[config.mk]
export PLATFORM = sky130hd
export DESIGN_NAME = freq_div_unit
export DESIGN_NICKNAME = d
export VERILOG_FILES = /design/src/rtl/freq_div_pkg.sv /design/src/rtl/serial_divider.sv /design/src/rtl/freq_div_unit.sv
export SDC_FILE = /design/constraint.sdc
export NUM_CORES = 1
export LEC_CHECK = 0
export CAP_MARGIN = 30
export CORE_ASPECT_RATIO = 1.75
export CORE_UTILIZATION = 30
export CTS_CLUSTER_DIAMETER = 30
export DETAILED_ROUTE_END_ITERATION = 12
export PLACE_DENSITY = 0.47
export SYNTH_ARGS = -nofsm -noshare
export SYNTH_HDL_FRONTEND = slang
export SYNTH_SLANG_ARGS = --single-unit
export TNS_END_PERCENT = 10
[constraint.sdc]
create_clock -name clk -period 6.8 [get_ports clk]
set_clock_uncertainty 0.15 [all_clocks]
set_input_delay 1.02 -clock clk [delete_from_list [all_inputs] [get_ports clk]]
set_output_delay 1.02 -clock clk [all_outputs]
set_load 0.03 [all_outputs]
[src/rtl/freq_div_pkg.sv]
// Shared definitions for the note-frequency divider unit.
//   - state_t      : control FSM encoding for freq_div_unit
//   - DEF_*        : default numerator, mute code, output and numerator widths
//   - OCT_DOWN/UP  : octave select codes
//   - FREQ_W/DIV_W : raw frequency width and widened divisor width
package freq_div_pkg;

  typedef enum logic [1:0] {
    IDLE   = 2'd0,
    DIV_L  = 2'd1,
    DIV_R  = 2'd2,
    COMMIT = 2'd3
  } state_t;

  localparam int unsigned DEF_DIVIDEND = 100_000_000;
  localparam int unsigned DEF_SILENCE  = 100_000_000;
  localparam int unsigned DEF_QW       = 22;
  localparam int unsigned DEF_NW       = 27;

  localparam logic [2:0] OCT_DOWN = 3'd1;
  localparam logic [2:0] OCT_UP   = 3'd3;

  localparam int unsigned FREQ_W = 32;
  // Octave-up doubles the frequency, so the divisor needs one extra bit.
  localparam int unsigned DIV_W  = FREQ_W + 1;

endpackage

[src/rtl/serial_divider.sv]
// Unsigned restoring divider, one quotient bit per clock, MSB first.
// Ports:
//   clk, rst  : clock, synchronous active-high reset (control only)
//   start     : load num/divisor and begin an NW-cycle operation
//   num       : NW-bit numerator
//   divisor   : DW-bit divisor
//   done      : high during the cycle in which the final iteration executes
//   quotient  : quotient including this cycle's iteration; valid while done
// The caller captures quotient on the same edge that done is high, which
// lets a new operation be started on that edge with no idle cycle.
module serial_divider #(
  parameter int unsigned NW = 27,
  parameter int unsigned DW = 33
) (
  input  logic          clk,
  input  logic          rst,
  input  logic          start,
  input  logic [NW-1:0] num,
  input  logic [DW-1:0] divisor,
  output logic          done,
  output logic [NW-1:0] quotient
);

  localparam int unsigned CW = $clog2(NW + 1);

  logic [CW-1:0] cnt;
  logic [DW-1:0] rem_q;
  logic [NW-1:0] quot_q;
  logic [DW-1:0] div_q;

  logic [DW:0]   trial;
  logic          ge;
  logic [DW-1:0] rem_nxt;
  logic [NW-1:0] quot_nxt;

  // Shift the next numerator bit into the partial remainder and try a subtract.
  always_comb begin
    trial    = {rem_q, quot_q[NW-1]};
    ge       = (trial >= {1'b0, div_q});
    rem_nxt  = ge ? DW'(trial - {1'b0, div_q}) : trial[DW-1:0];
    quot_nxt = {quot_q[NW-2:0], ge};
  end

  assign done     = (cnt == CW'(1));
  assign quotient = quot_nxt;

  always_ff @(posedge clk) begin
    if (rst) begin
      cnt <= '0;
    end else if (start) begin
      cnt <= CW'(NW);
    end else if (cnt != '0) begin
      cnt <= cnt - CW'(1);
    end
  end

  always_ff @(posedge clk) begin
    if (start) begin
      rem_q  <= '0;
      quot_q <= num;
      div_q  <= divisor;
    end else if (cnt != '0) begin
      rem_q  <= rem_nxt;
      quot_q <= quot_nxt;
    end
  end

endmodule

[src/rtl/freq_div_unit.sv]
// Converts raw left/right note frequencies into clock-divider values
// (DIVIDEND / freq) with octave scaling and a mute code, using a single
// serial divider shared between the two channels.
// Ports:
//   clk, rst           : clock, synchronous active-high reset
//   freqL, freqR       : raw 32-bit note frequencies
//   octave             : 1 = one octave down, 3 = one octave up, else as-is
//   freq_outL/R        : registered divider values, updated together
//   upd                : one-cycle pulse after both outputs are committed
//   busy               : high while a computation is in flight
module freq_div_unit
  import freq_div_pkg::*;
#(
  parameter int unsigned DIVIDEND = DEF_DIVIDEND,
  parameter int unsigned SILENCE  = DEF_SILENCE,
  parameter int unsigned QW       = DEF_QW,
  parameter int unsigned NW       = DEF_NW
) (
  input  logic              clk,
  input  logic              rst,
  input  logic [FREQ_W-1:0] freqL,
  input  logic [FREQ_W-1:0] freqR,
  input  logic [2:0]        octave,
  output logic [QW-1:0]     freq_outL,
  output logic [QW-1:0]     freq_outR,
  output logic              upd,
  output logic              busy
);

  localparam logic [NW-1:0]     NUM   = NW'(DIVIDEND);
  localparam logic [FREQ_W-1:0] MUTE  = FREQ_W'(SILENCE);
  localparam logic [NW-1:0]     MAXQ  = NW'((64'd1 << QW) - 64'd1);

  state_t            state_q, state_n;
  logic              dirty;
  logic [FREQ_W-1:0] snap_l, snap_r;
  logic [2:0]        snap_oct;
  logic [QW-1:0]     res_l, res_r;

  logic              start_cond;
  logic              div_start;
  logic [DIV_W-1:0]  div_divisor;
  logic              div_done;
  logic [NW-1:0]     div_quot;

  function automatic logic [DIV_W-1:0] eff_div(input logic [FREQ_W-1:0] f,
                                               input logic [2:0] oct);
    logic [DIV_W-1:0] d;
    if (oct == OCT_DOWN)    d = {2'b00, f[FREQ_W-1:1]};
    else if (oct == OCT_UP) d = {f, 1'b0};
    else                    d = {1'b0, f};
    return d;
  endfunction

  // Mute first, then divide-by-zero, saturation, and zero-quotient clamp.
  function automatic logic [QW-1:0] shape(input logic silent,
                                          input logic [DIV_W-1:0] d,
                                          input logic [NW-1:0] q);
    logic [QW-1:0] r;
    if (silent)          r = QW'(1);
    else if (d == '0)    r = '1;
    else if (q > MAXQ)   r = '1;
    else if (q == '0)    r = QW'(1);
    else                 r = QW'(q);
    return r;
  endfunction

  assign start_cond = dirty || ({freqL, freqR, octave} != {snap_l, snap_r, snap_oct});
  assign busy       = (state_q != IDLE);

  serial_divider #(.NW(NW), .DW(DIV_W)) u_div (
    .clk      (clk),
    .rst      (rst),
    .start    (div_start),
    .num      (NUM),
    .divisor  (div_divisor),
    .done     (div_done),
    .quotient (div_quot)
  );

  always_comb begin
    state_n     = state_q;
    div_start   = 1'b0;
    div_divisor = '0;
    unique case (state_q)
      IDLE: begin
        // The snapshot is latched on this same edge, so use live inputs.
        if (start_cond) begin
          div_start   = 1'b1;
          div_divisor = eff_div(freqL, octave);
          state_n     = DIV_L;
        end
      end
      DIV_L: begin
        if (div_done) begin
          div_start   = 1'b1;
          div_divisor = eff_div(snap_r, snap_oct);
          state_n     = DIV_R;
        end
      end
      DIV_R: begin
        if (div_done) state_n = COMMIT;
      end
      COMMIT: state_n = IDLE;
      default: state_n = IDLE;
    endcase
  end

  always_ff @(posedge clk) begin
    if (rst) begin
      state_q   <= IDLE;
      dirty     <= 1'b1;
      snap_l    <= '0;
      snap_r    <= '0;
      snap_oct  <= '0;
      freq_outL <= QW'(1);
      freq_outR <= QW'(1);
      upd       <= 1'b0;
    end else begin
      state_q <= state_n;
      upd     <= (state_q == COMMIT);
      if (state_q == IDLE && start_cond) begin
        snap_l   <= freqL;
        snap_r   <= freqR;
        snap_oct <= octave;
        dirty    <= 1'b0;
      end
      if (state_q == COMMIT) begin
        freq_outL <= res_l;
        freq_outR <= res_r;
      end
    end
  end

  // Per-channel results, shaped as the final quotient bit is produced.
  always_ff @(posedge clk) begin
    if (state_q == DIV_L && div_done)
      res_l <= shape(snap_l == MUTE, eff_div(snap_l, snap_oct), div_quot);
    if (state_q == DIV_R && div_done)
      res_r <= shape(snap_r == MUTE, eff_div(snap_r, snap_oct), div_quot);
  end

endmodule

==> results of run 1 <==
==> cell usage after synthesis, types with 20 or more instances <==
cell and number:
nor2_1 218, dfxtp_1 180, mux2i_1 171, a21oi_1 140, nand2_1 116, edfxtp_1 77
clkbuf_1 76, inv_1 60, o21a_1 46, ha_1 39, o21ai_0 36, nand3_1 33
o22ai_1 33, xnor2_1 33, xor2_1 33, nor2b_1 32, nand4_1 28, nor4_1 27
buf_2 20
==> layer usage <==
layer	up-vias	track usage (%)
met3	152	3.06
met2	369	36.8
li1	5898	-
met1	5766	18.7
met5	-	0
met4	0	16.8
==> final cells by class <==
cell class,instances,area [µm²]
clock buffers,63,1370
clock inverters,32,455
fillers,4777,29200
inverters,61,229
multi-input cells,1170,7710
flip-flops and latches,257,5920
well taps,588,736
repair buffers,129,1280
==> per-stage QoR <==
stage | setup slack (ns) | instance area, µm²
after floorplan | 3.22 | 14300
after global routing | 2.34 | 17700
final | 2.45 | 17700
after detailed placement | 1.84 | 15900
after CTS | 2.43 | 17700
after global placement | 1.27 | 15800
==> final timing paths <==
check / endpoint / depth (start not counted) / startpoint / slack [ns]
max reg2reg: u_div.rem_q[22] / 10 / u_div.div_q[2] / 2.90
min reg2reg: dirty / 1 / dirty / 0.32
min: dirty / 1 / dirty / 0.32
max: u_div.rem_q[22] / 11 / freqL[26] / 2.45
==> sequential cells by signal, indices dropped and copies added (netlist names), 5 cells and up <==
signal / count
freq_outL: 22
freq_outR: 22
res_l: 22
res_r: 22
snap_l: 32
snap_r: 32
u_div.cnt: 5
u_div.div_q: 33
u_div.quot_q: 27
u_div.rem_q: 33
==> logic make-up after synthesis <==
group / share of synthesized area (%)
AOI/OAI and AO/OA: 17.3
and+or+nand+nor: 16.9
xor gates and xnor gates: 4.05
DFF: 41.4
adders and majority gates: 3.56
buffers and inverters: 4.78
muxes: 12.0
==> worst max-delay path: cells and delay by family <==
kind	cells	cell delay [ns]
AOI/OAI and AO/OA	2	0.51
xor gates and xnor gates	1	0.23
buffers and inverters	4	1.36
and+or+nand+nor	4	1.43
==> power groups by stage <==
stage                     Combinational [mW]  Sequential (mW)  Clock [mW]
final                                   3.55             2.39        2.63
after global routing                    3.90             2.43        2.77
after CTS                               3.57             2.39        2.69
after detailed placement                3.55             2.42           0
after global placement                  3.52             2.41           0
after floorplan                         2.66             2.28           0
==> flow_summary.yaml, run 1 <==
synthesis:
  synth.distinct_cells: 71
  yosys_warnings: 0
  synth-main-ff-cell: "dfxtp_1"
  ys_seq_area_share_pct: 41.4
  syn_inst: 1596
  synth_area_per_cell_um2: 8.95
  netlist_area_um2: 14300
  ys_top_cells_by_area: "dfxtp_1 25%, edfxtp_1 16%, mux2i_1 12%"
  synth_top_area_cell: "dfxtp_1"
  synth_top_area_share_pct: 25.2
  async_flop_share_pct: 0
  syn-num-nets: 1705
  synth_edf_count: 77
  ys_seq_elements: 257
power:
  p_total_mw: 8.57
  powerDensity_nw_per_um2: 484
  switchingPower_mw: 3.49
  intPower_mw: 5.08
  clockPowerShare_pct: 30.7
  pwr-share-comb_pct: 41.4
  p_seq_share_pct: 27.9
  ir_worst_vdd_mv: 0.257
  p_leak_nw: 6.67
  switching_share_pct: 40.7
sta:
  drv_slew: 0
  worst_pin_slew_ns: 0.980
  rsz0062_at_grt: "no"
  period_share_pct: 64.0
  setup_viol: 0
  fin_setup_tns_ns: 0
  min_period_ns: 4.35
  fmax_mhz: 230
  hold_ws_ns: 0.317
  hold_viol: 0
  max-slew-margin-rel_pct: 34.7
finish:
  fin_nets: 1780
  layout-drive-gt1-share_pct: 7.89
  fin_cells: 2300
  diodes: 0
  final_util_pct: 37.7
  layout_commonest_cell: "nor2_1"
  area_delta_synth_final_pct: 23.9
  layout_common_cells: "217 x nor2_1, 179 x dfxtp_1, 171 x mux2i_1"
global_route:
  first_global_vias: 12300
  track_usage_pct: 19.7
  grt_max_degree: 109
  grt_pass1_wl_um: 73100
  antenna_found_initial: 2
  grt-ovfl-total: 0
job:
  max-cap-violations: 0
route:
  wl_um: 48000
  first_iter_violations: 595
  dr.max_layer_used: "met4"
  dr.pass1.iters: 5
  viasPerCell: 5.30
  remaining_drc_errors: 0
  dr_total_vias: 12200
  wl_met1_um: 16600
  wl_per_cell_um: 20.9
  ant_nets: 0
  met2_length_um: 25400
  dr_wl_met3_um: 1790
critical_path:
  endpoint_kind: "flop"
  critical_path.startpoint_type: "primary input"
  cp_slowest_cell: "or4_1"
  cpPeakStageDelay_ns: 0.64
  path_class: "in -> reg"
  cp.required_ns: 7.11
  crit_arrival_ns: 4.66
  path_max_fanout: 69
  worstPathCellList: "clkdlybuf4s50_1 > xor2_1 > nor4_1 > buf_2 > nand4_1 > or4_1 > o21ai_4 > and2_1 > inv_2 > buf_4 > a311oi_2"
die:
  die_y_um: 291
  coreArea_um2: 46900
  dieArea_um2: 48500
  boundaryPins: 115
  rows: 105
  start_util_pct: 30.5
  dieWidth_um: 167
clock_network:
  clock_sinks: 257
  cts_tree: "built"
  cts.htree.levels: 2
  clk_pin_slew_ns: 0.05
  cts_buffers: 52
  cts.path.max_buffers: 3
  cts-root-buf: "clkbuf_16"
  post-cts-setup-buffers: 0
  holdBufCountCts: 0
  cts_resized: 0
  insertion_delay_ns: 0.60
placed_design:
  dp.cells: 2205
  finalWeightedCongestion: 0.934
  port_buffers: 114
  dp_hpwl_um: 35800
hold_path:
  min_path_type: "reg -> reg"
status:
  status: "finished, final reports clean"
(Power assumes the default switching activity.)
==> inputs of run 2 (changes only) <==
--- a/config.mk
+++ b/config.mk
@@ -10,7 +10,7 @@
 export CORE_UTILIZATION = 30
 export CTS_CLUSTER_DIAMETER = 30
 export DETAILED_ROUTE_END_ITERATION = 12
-export PLACE_DENSITY = 0.47
+export PLACE_DENSITY = 0.48
 export SYNTH_ARGS = -nofsm -noshare
 export SYNTH_HDL_FRONTEND = slang
 export SYNTH_SLANG_ARGS = --single-unit
==> constraint.sdc (replaced) <==
create_clock -name clk -period 3.9 [get_ports clk]
set_clock_uncertainty 0.15 [all_clocks]
set_input_delay 0.585 -clock clk [delete_from_list [all_inputs] [get_ports clk]]
set_output_delay 0.585 -clock clk [all_outputs]
set_load 0.03 [all_outputs]
==> run 2 against run 1 <==
Via count up 2.3%. Cell count up 3.1%. Utilization up 1.6 points. Total power up 82%. Non-clock buffer count up 69. Count of clock-buffer cells in the layout up 6. Sequential power up 74%. Cell area up 4.1%. Register-to-register slack worse by 2.5 ns. First-iteration DRC count up 2.5%.
==> flow_summary.yaml, run 2 (synthesized netlist as in run 1, its figures left out) <==
status:
  status: "finished, final reports clean"
hold_path:
  worstHoldStart: "octave[1]"
  min_path_cells: 3
  min_path_type: "in -> reg"
  hold_end: "snap_oct[1]"
sta:
  max-slew-margin-rel_pct: 39.4
  min_period_ns: 3.52
  hold_viol: 0
  setup_viol: 0
  drv_slew: 0
  hold_ws_ns: 0.271
  fin_setup_tns_ns: 0
  rsz0062_at_grt: "no"
  period_share_pct: 90.4
  worst_pin_slew_ns: 0.906
  fmax_mhz: 284
clock_network:
  cts_tree: "built"
  clk_pin_slew_ns: 0.05
  holdBufCountCts: 0
  cts.htree.levels: 2
  cts_buffers: 53
  cts_resized: 0
  post-cts-setup-buffers: 0
  cts.path.max_buffers: 3
  cts-root-buf: "clkbuf_16"
  clock_sinks: 257
  insertion_delay_ns: 0.60
global_route:
  grtUsageMet3_pct: 2.52
  grt-ovfl-total: 0
  grt_pass1_wl_um: 74700
  antenna_found_initial: 0
  track_usage_pct: 20.2
  first_global_vias: 12700
  use_met1_pct: 18.7
  grt_use_met2_pct: 39.5
  grt_max_degree: 67
  busiest_layer: "met2"
placed_design:
  port_buffers: 114
  dp_hpwl_um: 37800
  finalWeightedCongestion: 0.922
  dp.cells: 2274
critical_path:
  path_max_fanout: 52
  regToRegSetupSlack_ns: 0.38
  path_class: "reg -> reg"
  ff2ff_path_depth: 9
  crit_arrival_ns: 3.83
  critical_path.startpoint_type: "flop"
  rr_endpoint: "u_div.rem_q[18]"
  reg2reg_from: "snap_oct[1]"
  endpoint_kind: "flop"
  cp.required_ns: 4.21
die:
  boundaryPins: 115
  start_util_pct: 30.5
  dieArea_um2: 48500
  rows: 105
  dieWidth_um: 167
  die_y_um: 291
  coreArea_um2: 46900
finish:
  reg_top3: "u_div.div_q x33, u_div.rem_q x33"
  layout_common_cells: "217 x nor2_1, 179 x dfxtp_1, 171 x mux2i_1"
  final_util_pct: 39.3
  layout-drive-gt1-share_pct: 11.7
  fin_nets: 1850
  layout_commonest_cell: "nor2_1"
  area_delta_synth_final_pct: 29.0
  diodes: 0
  fin_cells: 2372
route:
  dr_total_vias: 12500
  viasPerCell: 5.26
  wl_um: 49100
  dr.pass1.iters: 5
  remaining_drc_errors: 0
  ant_nets: 0
  wl_per_cell_um: 20.7
  first_iter_violations: 610
power:
  p_leak_nw: 7.10
  p_total_mw: 15.6
  ir_worst_vdd_mv: 0.598
  powerDensity_nw_per_um2: 849
job:
  max-cap-violations: 0
[run 2: cell types whose count changed in the layout (fill, tap and decap cells not counted), moves of 2 or more]
cell / change
buf_4: +60
buf_12: +10
clkbuf_16: +6
clkinvlp_4: -3
bufinv_16: -2
[run 2: worst max-delay path by stage]
stage           startpoint               to  slack [ns]
6_report       snap_oct[1]  u_div.rem_q[18]        0.38
2_1_floorplan    octave[1]   u_div.div_q[0]        0.76
3_3_place_gp     freqR[24]   u_div.rem_q[5]       -0.13
3_5_place_dp     freqR[24]  u_div.rem_q[12]       -0.04
5_1_grt        snap_oct[1]   u_div.rem_q[4]        0.17
4_1_cts        snap_oct[1]  u_div.rem_q[18]        0.38
[run 2: metrics by stage]
stage               cell area [µm²]  setup WS (ns)
detailed placement            16500        -0.0392
global placement              16500         -0.126
floorplan                     14300          0.757
global route                  18400          0.166
CTS                           18400          0.384
finish                        18400          0.376
[run 2: final cells by class]
cell class / count / area [µm²]
Clock inverter: 29 / 383
Sequential cell: 257 / 5920
Clock buffer: 69 / 1530
Tap cell: 588 / 736
Fill cell: 4730 / 28500
Inverter: 61 / 229
Multi-Input combinational cell: 1170 / 7710
Timing Repair Buffer: 198 / 1920
[run 2: critical path: stages (launching register included)]
cell and delay [ns]:
dfxtp_2 0.58, inv_1 0.26, a2111oi_0 0.58, nand4_1 0.15, or4_1 0.65, o21ai_4 0.21, and2_1 0.26, inv_2 0.09
buf_12 0.20, a311oi_2 0.20
[run 2: routing by layer]
metal  share of wire (%)  wire, µm
met1                  34     16700
met2                  55     26900
met3                 3.2      1550
met4                 8.0      3920
met5                   0         0
[run 2: power breakdown]
| part | total (mW) | internal [mW] | switching, mW | leakage [nW] |
|---|---|---|---|---|
| registers | 4.15 | 3.50 | 0.648 | 2.20 |
| clock network | 4.76 | 3.14 | 1.62 | 0.938 |
| logic | 6.72 | 2.73 | 3.99 | 3.96 |
==> inputs of run 3 (changes only) <==
--- a/config.mk
+++ b/config.mk
@@ -10,8 +10,7 @@
 export CORE_UTILIZATION = 30
 export CTS_CLUSTER_DIAMETER = 30
 export DETAILED_ROUTE_END_ITERATION = 12
-export PLACE_DENSITY = 0.48
+export PLACE_DENSITY_LB_ADDON = 0.05
 export SYNTH_ARGS = -nofsm -noshare
 export SYNTH_HDL_FRONTEND = slang
 export SYNTH_SLANG_ARGS = --single-unit
-export TNS_END_PERCENT = 10
==> run 3 against run 2 <==
Register-to-register slack got worse by 0.096 ns. Non-clock buffer count increased by 10. Clock power decreased by 2%. Utilization decreased by 0.053 points. Via count decreased by 1.4%. Global-route usage increased by 1.2 points. Critical path depth increased by 1. Largest cell class unchanged. Largest power group unchanged.
==> flow_summary.yaml, run 3 (synthesized netlist as in run 1, its figures left out) <==
global_route:
  grt_pass1_wl_um: 78500
  first_global_vias: 12800
  track_usage_pct: 21.5
  grt-ovfl-total: 0
  antenna_found_initial: 0
  grt_max_degree: 73
critical_path:
  path_class: "in -> reg"
  path_max_fanout: 55
  cp.required_ns: 4.20
  reg2reg_from: "snap_r[7]"
  critical_path.startpoint_type: "primary input"
  ff2ff_path_depth: 9
  regToRegSetupSlack_ns: 0.28
  rr_endpoint: "u_div.rem_q[12]"
  crit_arrival_ns: 3.98
  endpoint_kind: "flop"
die:
  start_util_pct: 30.5
  die_y_um: 291
  rows: 105
  dieWidth_um: 167
  coreArea_um2: 46900
  boundaryPins: 115
  dieArea_um2: 48500
finish:
  fin_nets: 1859
  multi_input_area_um2: 7710
  diodes: 0
  area_delta_synth_final_pct: 28.8
  seqCellArea_um2: 5920
  layout_commonest_cell: "nor2_1"
  final_util_pct: 39.2
  reg_top3: "u_div.div_q x33, u_div.rem_q x33"
  n_fill_cell: 4699
  layout_common_cells: "217 x nor2_1, 179 x dfxtp_1, 171 x mux2i_1"
  layout-drive-gt1-share_pct: 12.3
placed_design:
  port_buffers: 114
  finalWeightedCongestion: 0.949
  dp_hpwl_um: 39700
power:
  p_leak_nw: 7.11
  p_total_mw: 15.7
  powerDensity_nw_per_um2: 855
  ir_worst_vdd_mv: 0.581
sta:
  period_share_pct: 94.3
  min_period_ns: 3.68
  fmax_mhz: 272
  worst_pin_slew_ns: 1.01
  drv_slew: 0
  setup_viol: 0
  hold_viol: 0
  max-slew-margin-rel_pct: 31.8
  rsz0062_at_grt: "no"
route:
  wl_per_cell_um: 21.7
  dr.pass1.iters: 4
  dr_total_vias: 12300
  first_iter_violations: 445
  ant_nets: 0
  viasPerCell: 5.16
  wl_um: 51700
  remaining_drc_errors: 0
clock_network:
  holdBufCountCts: 0
  cts.htree.levels: 2
  cts.path.max_buffers: 3
  post-cts-setup-buffers: 0
  cts_tree: "built"
  cts_resized: 0
  cts-root-buf: "clkbuf_16"
  insertion_delay_ns: 0.59
  cts_buffers: 52
  clock_sinks: 257
  clk_pin_slew_ns: 0.06
hold_path:
  min_path_type: "in -> reg"
  hold_end: "freq_outL[7]"
  worstHoldStart: "rst"
  min_path_cells: 2
job:
  max-cap-violations: 0
status:
  status: "finished, final reports clean"
-- run 3: final cells by class --
type	count	area share [%]
clock buffer	56	7.38
clock inverter	42	2.70
inverter	61	1.24
multi-input combinational	1170	41.9
sequential	257	32.2
tap	588	4.00
timing repair buffer	208	10.6
-- run 3: per-layer routing --
metal | up-vias | GRT usage, % | share of wire [%]
met5 | - | 0 | 0
met2 | 302 | 40.6 | 54
met3 | 132 | 2.76 | 3.0
met1 | 5787 | 19.8 | 34
met4 | 0 | 19.2 | 9.7
li1 | 6069 | - | -
-- run 3: worst max-delay path by stage --
stage               cells past startpoint              from                to
floorplan                              10         octave[1]    u_div.div_q[0]
CTS                                    10          freqL[2]    u_div.rem_q[5]
finish                                 10          freqL[2]   u_div.rem_q[12]
global route                           13  u_div.quot_q[26]   u_div.rem_q[22]
global placement                       11         freqL[24]  u_div.quot_q[10]
detailed placement                     11          freqL[2]  u_div.quot_q[17]
-- run 3: critical path: stages --
cell and delay (ns):
clkdlybuf4s50_1 0.46, nor2b_1 0.15, a2111oi_0 0.78, nand4_1 0.32
or4_1 0.65, o21ai_4 0.23, and2_1 0.24, inv_2 0.07
buf_12 0.19, a311oi_2 0.22
-- run 3: metrics by stage --
step                      setup TNS, ns  cells  cell area [µm²]  setup slack [ns]  hold WS [ns]
after CTS                             0   2382            18400             0.184         0.300
final                                 0   2382            18400             0.224         0.304
after global placement           -56.87   2284            16500            -0.396         0.294
after floorplan                       0   1596            14300             0.757         0.272
after global routing                  0   2382            18400             0.118         0.322
after detailed placement         -50.45   2284            16500            -0.381         0.306
-- run 3: power breakdown --
part	leakage, nW	internal, mW	total [mW]	switching (mW)
Combinational	4.00	2.80	6.91	4.11
Sequential	2.20	3.50	4.14	0.633
Clock	0.910	2.99	4.68	1.69
Total	7.11	9.29	15.7	6.43
